### src/rtl/dlx_mem_pkg.sv
// Shared types for the memory-access stage: FSM encoding and fault-cause codes.
package dlx_mem_pkg;

    typedef enum logic {
        ST_IDLE = 1'b0,
        ST_WAIT = 1'b1
    } mem_state_t;

    localparam logic [1:0] FAULT_NONE  = 2'd0;
    localparam logic [1:0] FAULT_RDWR  = 2'd1;
    localparam logic [1:0] FAULT_ALIGN = 2'd2;
    localparam logic [1:0] FAULT_RANGE = 2'd3;

endpackage

### src/rtl/memory_access_pipe.sv
// MEM/WB pipeline register; a stall loads a bubble (write enable and error cleared, payload held).
module memory_access_pipe #(
    parameter int DATA_WIDTH     = 32,
    parameter int REG_ADDR_WIDTH = 5
) (
    input  logic                      clk,
    input  logic                      rst,
    input  logic                      i_stall,
    input  logic                      i_load_done,
    input  logic                      i_error,
    input  logic                      i_reg_wr_en,
    input  logic [REG_ADDR_WIDTH-1:0] i_reg_wr_addr,
    input  logic                      i_wb_sel,
    input  logic [DATA_WIDTH-1:0]     i_alu_data,
    input  logic [DATA_WIDTH-1:0]     i_rd_data,
    output logic [DATA_WIDTH-1:0]     o_mem_data,
    output logic [DATA_WIDTH-1:0]     o_alu_data,
    output logic                      o_reg_wr_en,
    output logic [REG_ADDR_WIDTH-1:0] o_reg_wr_addr,
    output logic                      o_wb_sel,
    output logic                      o_error
);

    always_ff @(posedge clk or posedge rst) begin
        if (rst) begin
            o_mem_data    <= '0;
            o_alu_data    <= '0;
            o_reg_wr_en   <= 1'b0;
            o_reg_wr_addr <= '0;
            o_wb_sel      <= 1'b0;
            o_error       <= 1'b0;
        end else if (i_stall) begin
            o_reg_wr_en <= 1'b0;
            o_error     <= 1'b0;
        end else begin
            o_alu_data    <= i_alu_data;
            o_reg_wr_en   <= i_reg_wr_en;
            o_reg_wr_addr <= i_reg_wr_addr;
            o_wb_sel      <= i_wb_sel;
            o_error       <= i_error;
            // Only a load that actually completes refreshes the load-data field.
            if (i_load_done)
                o_mem_data <= i_rd_data;
        end
    end

endmodule

### src/rtl/memory_access.sv
// Memory-access stage: req/ack data-memory handshake with timeout abort, upstream stall and MEM/WB register.
//   state   | meaning
//   ST_IDLE | no access outstanding; a clean op issues its request combinationally
//   ST_WAIT | request outstanding, counting unacknowledged cycles toward abort
module memory_access
    import dlx_mem_pkg::*;
#(
    parameter int DATA_WIDTH     = 32,
    parameter int REG_ADDR_WIDTH = 5,
    parameter int ADDR_WIDTH     = 10,
    parameter int TIMEOUT_CYCLES = 16
) (
    input  logic                      clk,
    input  logic                      rst,
    input  logic                      mem_data_rd_en_in,
    input  logic                      mem_data_wr_en_in,
    input  logic [DATA_WIDTH-1:0]     mem_data_in,
    input  logic [DATA_WIDTH-1:0]     alu_data_in,
    input  logic                      reg_wr_en_in,
    input  logic [REG_ADDR_WIDTH-1:0] reg_wr_addr_in,
    input  logic                      write_back_mux_sel_in,
    output logic                      dmem_req_out,
    output logic                      dmem_wr_en_out,
    output logic [ADDR_WIDTH-1:0]     dmem_addr_out,
    output logic [DATA_WIDTH-1:0]     dmem_wr_data_out,
    input  logic                      dmem_ack_in,
    input  logic [DATA_WIDTH-1:0]     dmem_rd_data_in,
    output logic                      mem_stall_out,
    output logic [DATA_WIDTH-1:0]     mem_data_out,
    output logic [DATA_WIDTH-1:0]     alu_data_out,
    output logic                      reg_wr_en_out,
    output logic [REG_ADDR_WIDTH-1:0] reg_wr_addr_out,
    output logic                      write_back_mux_sel_out,
    output logic                      mem_error_out
);

    localparam int CNT_W = $clog2(TIMEOUT_CYCLES + 1);

    mem_state_t       r_state;
    logic [CNT_W-1:0] r_cnt;

    logic       w_mem_op;
    logic [1:0] w_fault_cause;
    logic       w_fault;
    logic       w_req;
    logic       w_at_limit;
    logic       w_abort;
    logic       w_stall;
    logic       w_load_done;
    logic       w_error;
    logic       w_wb_en;

    assign w_mem_op = mem_data_rd_en_in | mem_data_wr_en_in;

    always_comb begin
        w_fault_cause = FAULT_NONE;
        if (mem_data_rd_en_in & mem_data_wr_en_in)
            w_fault_cause = FAULT_RDWR;
        else if (w_mem_op & (alu_data_in[1:0] != 2'b00))
            w_fault_cause = FAULT_ALIGN;
        else if (w_mem_op & (|alu_data_in[DATA_WIDTH-1:ADDR_WIDTH+2]))
            w_fault_cause = FAULT_RANGE;
    end

    // Inputs are frozen during WAIT, so a fault can only be seen at issue time.
    assign w_fault     = (r_state == ST_IDLE) & (w_fault_cause != FAULT_NONE);
    assign w_req       = (r_state == ST_WAIT) | (w_mem_op & ~w_fault);
    assign w_at_limit  = (r_cnt == CNT_W'(TIMEOUT_CYCLES - 1));
    assign w_abort     = (r_state == ST_WAIT) & ~dmem_ack_in & w_at_limit;
    assign w_stall     = ~rst & w_req & ~dmem_ack_in & ~w_abort;
    assign w_load_done = w_req & dmem_ack_in & mem_data_rd_en_in;
    assign w_error     = w_fault | w_abort;
    assign w_wb_en     = reg_wr_en_in & ~w_error;

    assign dmem_req_out     = w_req & ~rst;
    assign dmem_wr_en_out   = mem_data_wr_en_in;
    assign dmem_addr_out    = alu_data_in[ADDR_WIDTH+1:2];
    assign dmem_wr_data_out = mem_data_in;
    assign mem_stall_out    = w_stall;

    always_ff @(posedge clk or posedge rst) begin
        if (rst) begin
            r_state <= ST_IDLE;
            r_cnt   <= '0;
        end else begin
            case (r_state)
                ST_IDLE: begin
                    if (w_req & ~dmem_ack_in) begin
                        r_state <= ST_WAIT;
                        r_cnt   <= CNT_W'(1);
                    end
                end
                ST_WAIT: begin
                    if (dmem_ack_in | w_at_limit) begin
                        r_state <= ST_IDLE;
                        r_cnt   <= '0;
                    end else begin
                        r_cnt <= r_cnt + CNT_W'(1);
                    end
                end
                default: begin
                    r_state <= ST_IDLE;
                    r_cnt   <= '0;
                end
            endcase
        end
    end

    memory_access_pipe #(
        .DATA_WIDTH     (DATA_WIDTH),
        .REG_ADDR_WIDTH (REG_ADDR_WIDTH)
    ) u_pipe (
        .clk           (clk),
        .rst           (rst),
        .i_stall       (w_stall),
        .i_load_done   (w_load_done),
        .i_error       (w_error),
        .i_reg_wr_en   (w_wb_en),
        .i_reg_wr_addr (reg_wr_addr_in),
        .i_wb_sel      (write_back_mux_sel_in),
        .i_alu_data    (alu_data_in),
        .i_rd_data     (dmem_rd_data_in),
        .o_mem_data    (mem_data_out),
        .o_alu_data    (alu_data_out),
        .o_reg_wr_en   (reg_wr_en_out),
        .o_reg_wr_addr (reg_wr_addr_out),
        .o_wb_sel      (write_back_mux_sel_out),
        .o_error       (mem_error_out)
    );

endmodule

### config.mk
export PLATFORM = sky130hd
export DESIGN_NAME = memory_access
export DESIGN_NICKNAME = d
export VERILOG_FILES = /design/src/rtl/dlx_mem_pkg.sv /design/src/rtl/memory_access_pipe.sv /design/src/rtl/memory_access.sv
export SDC_FILE = /design/constraint.sdc
export NUM_CORES = 1
export LEC_CHECK = 0
export CAP_MARGIN = 20
export CORE_UTILIZATION = 33
export CTS_CLUSTER_SIZE = 14
export DETAILED_ROUTE_END_ITERATION = 6
export PLACE_DENSITY = 0.74
export SLEW_MARGIN = 20
export SYNTH_ARGS = -nofsm -noshare
export SYNTH_HDL_FRONTEND = slang
export SYNTH_SLANG_ARGS = --single-unit
### constraint.sdc
create_clock -name clk -period 2.85 [get_ports clk]
set_input_delay 0.4275 -clock clk [delete_from_list [all_inputs] [get_ports clk]]
set_output_delay 0.4275 -clock clk [all_outputs]
set_load 0.01 [all_outputs]
**Yosys cells after proc, flatten, opt, wreduce, memory -nomap -nowiden**

Cells that the tools add are included.

- Add/sub/neg operators: 1
- Equality and inequality tests: 2
- Mux-type cells: 11
- Bitwise gates (word level): 25
- Reductions and logical operators: 4

Operator list:

| cell | number |
|---|---|
| $reduce_or A20 Y1 | 1 |
| $and A1 B1 Y1 | 14 |
| $mux W5 | 2 |
| $pmux W5 S2 | 1 |
| $not A1 Y1 | 7 |
| $mux W2 | 3 |
| $add A5 B1 Y5 const B | 1 |
| $eq A5 B4 Y1 const B | 1 |
| $mux W1 | 4 |
| $or A1 B1 Y1 | 4 |
| $reduce_bool A2 Y1 | 2 |
| $ne A2 B1 Y1 const B | 1 |
| $pmux W1 S2 | 1 |
| $reduce_and A2 Y1 | 1 |

- Register bits after elaboration: 78
- Input port bits: 108
- Output and inout port bits: 117
- Logic and storage cells: 51

**Depth between registers and ports, before layout**

- Depth in word-level cells: 15
- Mapped depth: 8

**Cells and area by module**

A second synthesis with hierarchy kept.

- Cell total of the unflattened synthesis: 251
- Area, all modules: 3443.3 µm²

By module, submodules not included:

| module | times used | cells an instance | area each (µm²) | sequential area each (µm²) |
|---|---|---|---|---|
| memory_access_pipe | 1 | 154 | 2660.1 | 1801.7 |
| memory_access | 1 | 97 | 783.3 | 150.1 |

**Worst setup path before layout**

Ideal clock, no wire load.

- Path type: in2out
- Start: input rst
- End: output dmem_req_out
- Arrival time: 2.406 ns
- Slack: 0.017 ns
- Cell stages on the path: 2
- Buffers on the path: 0
- Path through: inv_1 -> and2_1

- Word-level cells in the longest chain between the ends: 2

Ends and longest elaborated chain:

| element | RTL line | RTL |
|---|---|---|
| start: declaration | memory_access.sv:14 | `input logic rst,` |
| $not A1 Y1 | memory_access.sv:75 | `assign dmem_req_out = w_req & ~rst;` |
| $and A1 B1 Y1 | memory_access.sv:75 |  |
| end: declaration | memory_access.sv:22 | `output logic dmem_req_out,` |

No other way between the ends.

**Final worst setup path**

- Start: input alu_data_in[16]
- End: output dmem_req_out

- Word-level cells in the longest chain between the ends: 11

Ends and longest elaborated chain:

| element | RTL line | RTL |
|---|---|---|
| start: declaration | memory_access.sv:18 | `input logic [DATA_WIDTH-1:0] alu_data_in,` |
| $reduce_or A20 Y1 | memory_access.sv:61 | `else if (w_mem_op & (\|alu_data_in[DATA_WIDTH-1:ADDR_WIDTH+2]))` |
| $and A1 B1 Y1 | memory_access.sv:61 |  |
| $mux W2 | memory_access.sv:61 |  |
| $mux W2 | memory_access.sv:59 | `else if (w_mem_op & (alu_data_in[1:0] != 2'b00))` |
| $mux W2 | memory_access.sv:57 | `if (mem_data_rd_en_in & mem_data_wr_en_in)` |
| $reduce_bool A2 Y1 | memory_access.sv:66 | `assign w_fault = (r_state == ST_IDLE) & (w_fault_cause != FAULT_NONE);` |
| $and A1 B1 Y1 | memory_access.sv:66 |  |
| $not A1 Y1 | memory_access.sv:67 | `assign w_req = (r_state == ST_WAIT) \| (w_mem_op & ~w_fault);` |
| $and A1 B1 Y1 | memory_access.sv:67 |  |
| $or A1 B1 Y1 | memory_access.sv:67 |  |
| $and A1 B1 Y1 | memory_access.sv:75 |  |

No other way between the ends.

==> flow_summary_export.csv <==
group,metric,value,unit
outcome,status,"completed",
clock_network,cts_tree,"built",
synth,synth_top_family_by_area,"multiplexers",
final_layout,diodes,0,
placed_design,dp.cells,506,
pwr,power_density,438,mW/mm²
die,start_util,34.2,%
setup_path,crit_path_end_kind,"output pin",
sta,fin_crit,2.74,ns
grt,grt_pass1_wl,13.8,mm
clock_network,clock_sinks,78,
synth,avgSynthCellArea,14.1,µm²
synth,ys.flop_type,"dfrtp_1",
die,dieWidth,106,µm
grt,track_usage,15.9,%
placed_design,place_ws,-0.258,ns
sta,fin_tns_setup,0,ns
sta,whs,0.481,ns
synth,synthAdderAreaFrac,0.702,%
setup_path,crit_required,2.42,ns
route,drt_wl_total,8.79,mm
pwr,irDropWorstVdd,0.000231,V
die,core,0.0104,mm²
synth,synth_mux_area_share,18.3,%
min_path,min_path_cells,1,
final_layout,drive_above_1_share,19.5,%
setup_path,cp_num_buf_inv,4,
final_layout,area_growth,47.6,%
grt,grt_pass1_vias,2732,
placed_design,dp_hpwl,6.57,mm
final_layout,fin_cells,521,
synth,ys_top_cells_by_area,"dfrtp_1, mux2_4, buf_4",
setup_path,crit_path_start_kind,"primary input",
pwr,p_sw_share,24.7,%
sta,rsz0062_at_grt,"false",
route,via_per_inst,4.82,
sta,post-route-period-util,96.2,%
setup_path,arrival,2.31,ns
route,drt_iter0_markers,104,
clock_network,clk_path_buf_depth,2,
die,pin_count,225,
route,drc_errors,0,
setup_path,cp_common_cell,"buf_4",
min_path,hold_class,"reg -> reg",
setup_path,crit_chain,"clkdlybuf4s50_1 > nor4_2 > buf_4 > nand3_1 > o41ai_4 > buf_4 > and2_1 > clkdlybuf4s15_1",
clock_network,cts_root_buf,"clkbuf_8",
clock_network,post-cts-setup-buffers,0,
sta,skew,0.0129,ns
pwr,pwr-share-clk,30.7,%
synth,synth_top_area_share,54.8,%
final_layout,final_nets,491,
route,first_pass_iters,4,
pwr,p_int,1.74,mW
grt,grt-ovfl-total,0,
route,vias,2512,
setup_path,r2r_cells,8,
sta,fmax,0.365,GHz
synth,ys_seq_area_share,54.8,%
grt,grtUsageMet3,5.21,%
synth,synth_edf_count,0,
pwr,power_frac_comb,17.2,%
clock_network,h-tree-depth,3,
synth,synthCells,252,
synth,yosysTopAreaCell,"dfrtp_1",
clock_network,clk_pin_slew,0.08,ns
setup_path,cp_slowest_cell,"clkdlybuf4s50_1",
grt,antenna_found_initial,0,
run,max-cap-violations,0,
sta,finalSetupViolations,0,
synth,synth_compound_area_share,10.0,%
clock_network,insertion_delay,0.34,ns
synth,synth-xor-area-share,0.737,%
grt,use_met1,18.5,%
synth,synthSimpleGateAreaFrac,3.83,%
setup_path,worst-path-stages,8,
pwr,p_switching,0.568,mW
grt,grt_start_max_net_pins,79,
die,placement_rows,37,
grt,top_usage_layer,"met2",
pwr,seqPwrFrac,52.1,%
sta,slew_violations,0,
die,die-area,0.0112,mm²
placed_design,port-buffer-count,160,
die,die_h,106,µm
synth,ys_warn_count,0,
route,ant_nets,0,
pwr,power.leakage,2.36,nW
synth,syn-cell-area,0.00356,mm²
sta,finalHoldViolCount,0,
clock_network,cts_hold_buf,0,
setup_path,path_max_fanout,2,
pwr,p_total,2.30,mW
sta,worst_pin_slew,0.709,ns
setup_path,worst_path_largest_cell_delay,0.46,ns
setup_path,worstSetupPathType,"in -> out",
grt,use_met2,26.7,%
setup_path,cp_top_family,"buffers and inverters",
synth,synth_nets,362,
sta,fin_ws,0.109,ns
route,post_drt_wl_per_cell,16.9,µm
placed_design,place_congestion,0.762,
clock_network,cts_made_buffers,9,
synth,synth_seq_cells,78,
synth,synthDistinctLibCells,34,
synth,async_flop_share,100,%
sta,relSlewSlack,52.7,%
==> cells by family (layout without fill, tap and decap cells) <==
| group | after synthesis | after routing |
|---|---|---|
| fa+ha+maj | 2 | 2 |
| compound gates | 39 | 39 |
| flops | 78 | 78 |
| mux | 48 | 48 |
| xor+xnor | 3 | 3 |
| buf+inv | 59 | 192 |
| simple gates | 23 | 23 |
==> per-stage QoR <==
| step | area, µm² | util [%] |
|---|---|---|
| 3_5_place_dp | 5080 | 48.8 |
| 3_3_place_gp | 5080 | 48.8 |
| 2_1_floorplan | 3560 | - |
| 5_1_grt | 5260 | 50.5 |
| 4_1_cts | 5260 | 50.5 |
| 6_report | 5260 | 50.5 |
==> cell usage in the layout, fill, tap and decap left out, types with 2 or more instances in the layout <==
master / synthesis / final
a22o_1: 3 / 3
a21oi_1: 3 / 3
xnor2_1: 2 / 2
nand2_1: 3 / 3
nor3_1: 2 / 2
nor4_1: 4 / 2
mux2_4: 30 / 30
o21ai_0: 4 / 4
or3_1: 2 / 2
nor4_2: 0 / 2
mux2_1: 11 / 11
a32o_1: 22 / 22
inv_1: 3 / 2
buf_12: 0 / 2
clkinv_2: 0 / 4
clkdlybuf4s50_1: 0 / 158
mux2_2: 7 / 7
clkinv_4: 0 / 2
nor2_1: 2 / 2
dfrtp_1: 78 / 78
ha_1: 2 / 2
buf_4: 43 / 11
nand3_1: 3 / 3
clkbuf_8: 0 / 9
==> flip-flops by register name, summed over array words and instances, names as in the netlist <==
signal / count
u_pipe.o_reg_wr_addr: 5
u_pipe.o_reg_wr_en: 1
r_cnt: 5
u_pipe.o_mem_data: 32
u_pipe.o_alu_data: 32
u_pipe.o_wb_sel: 1
u_pipe.o_error: 1
r_state: 1
==> area by class of cell <==
type,count,area (µm²)
Inverter,3,12.5
Fill cell,916,5150
Clock buffer,9,124
Sequential cell,78,1950
Clock inverter,6,40.0
Tap cell,136,170
Multi-Input combinational cell,115,1230
Timing Repair Buffer,174,1730
==> worst paths after layout <==
check                                     start               endpoint  slack [ns]
worst max register to register         r_cnt[0]  u_pipe.o_alu_data[17]        0.59
min in group asynchronous                   rst  u_pipe.o_alu_data[26]        0.66
worst max-delay path            alu_data_in[16]           dmem_req_out        0.11
worst min-delay path                   r_cnt[4]               r_cnt[4]        0.48
max in group asynchronous                   rst  u_pipe.o_mem_data[18]        1.70
worst min register to register         r_cnt[4]               r_cnt[4]        0.48
==> synthesized netlist by cell type (2+ instances only) <==
| cell type | number |
|---|---|
| nor3_1 | 2 |
| xnor2_1 | 2 |
| a22o_1 | 3 |
| a32o_1 | 22 |
| a21oi_1 | 3 |
| dfrtp_1 | 78 |
| nor4_1 | 4 |
| mux2_4 | 30 |
| mux2_1 | 11 |
| or3_1 | 2 |
| clkbuf_1 | 8 |
| mux2_2 | 7 |
| ha_1 | 2 |
| and2_1 | 2 |
| buf_4 | 43 |
| nand3_1 | 3 |
| a211oi_1 | 2 |
| inv_1 | 3 |
| o21ai_0 | 4 |
| nand2_1 | 3 |
| buf_6 | 4 |
| nor2_1 | 2 |
==> power groups by stage <==
stage	sequential, mW	combinational, mW	clock [mW]
floorplan	1.25	0.158	0
global placement	1.22	0.394	0
detailed placement	1.22	0.401	0
CTS	1.20	0.403	0.746
global route	1.21	0.425	0.795
finish	1.20	0.397	0.707
==> routing by layer <==
layer | routed length (µm) | vias to the layer above
met5 | 0 | -
met4 | 176 | 0
met3 | 795 | 19
met2 | 4360 | 135
met1 | 3460 | 1228
li1 | - | 1130
==> repair_timing <==
item | in CTS | in global routing
setup endpoints to repair | 2 | 1
endpoints found under the hold margin | 0 | 0
pin swaps | 1 | 2
gates resized for setup | 5 | 1
No activity file was read; power rests on OpenSTA's default activity.
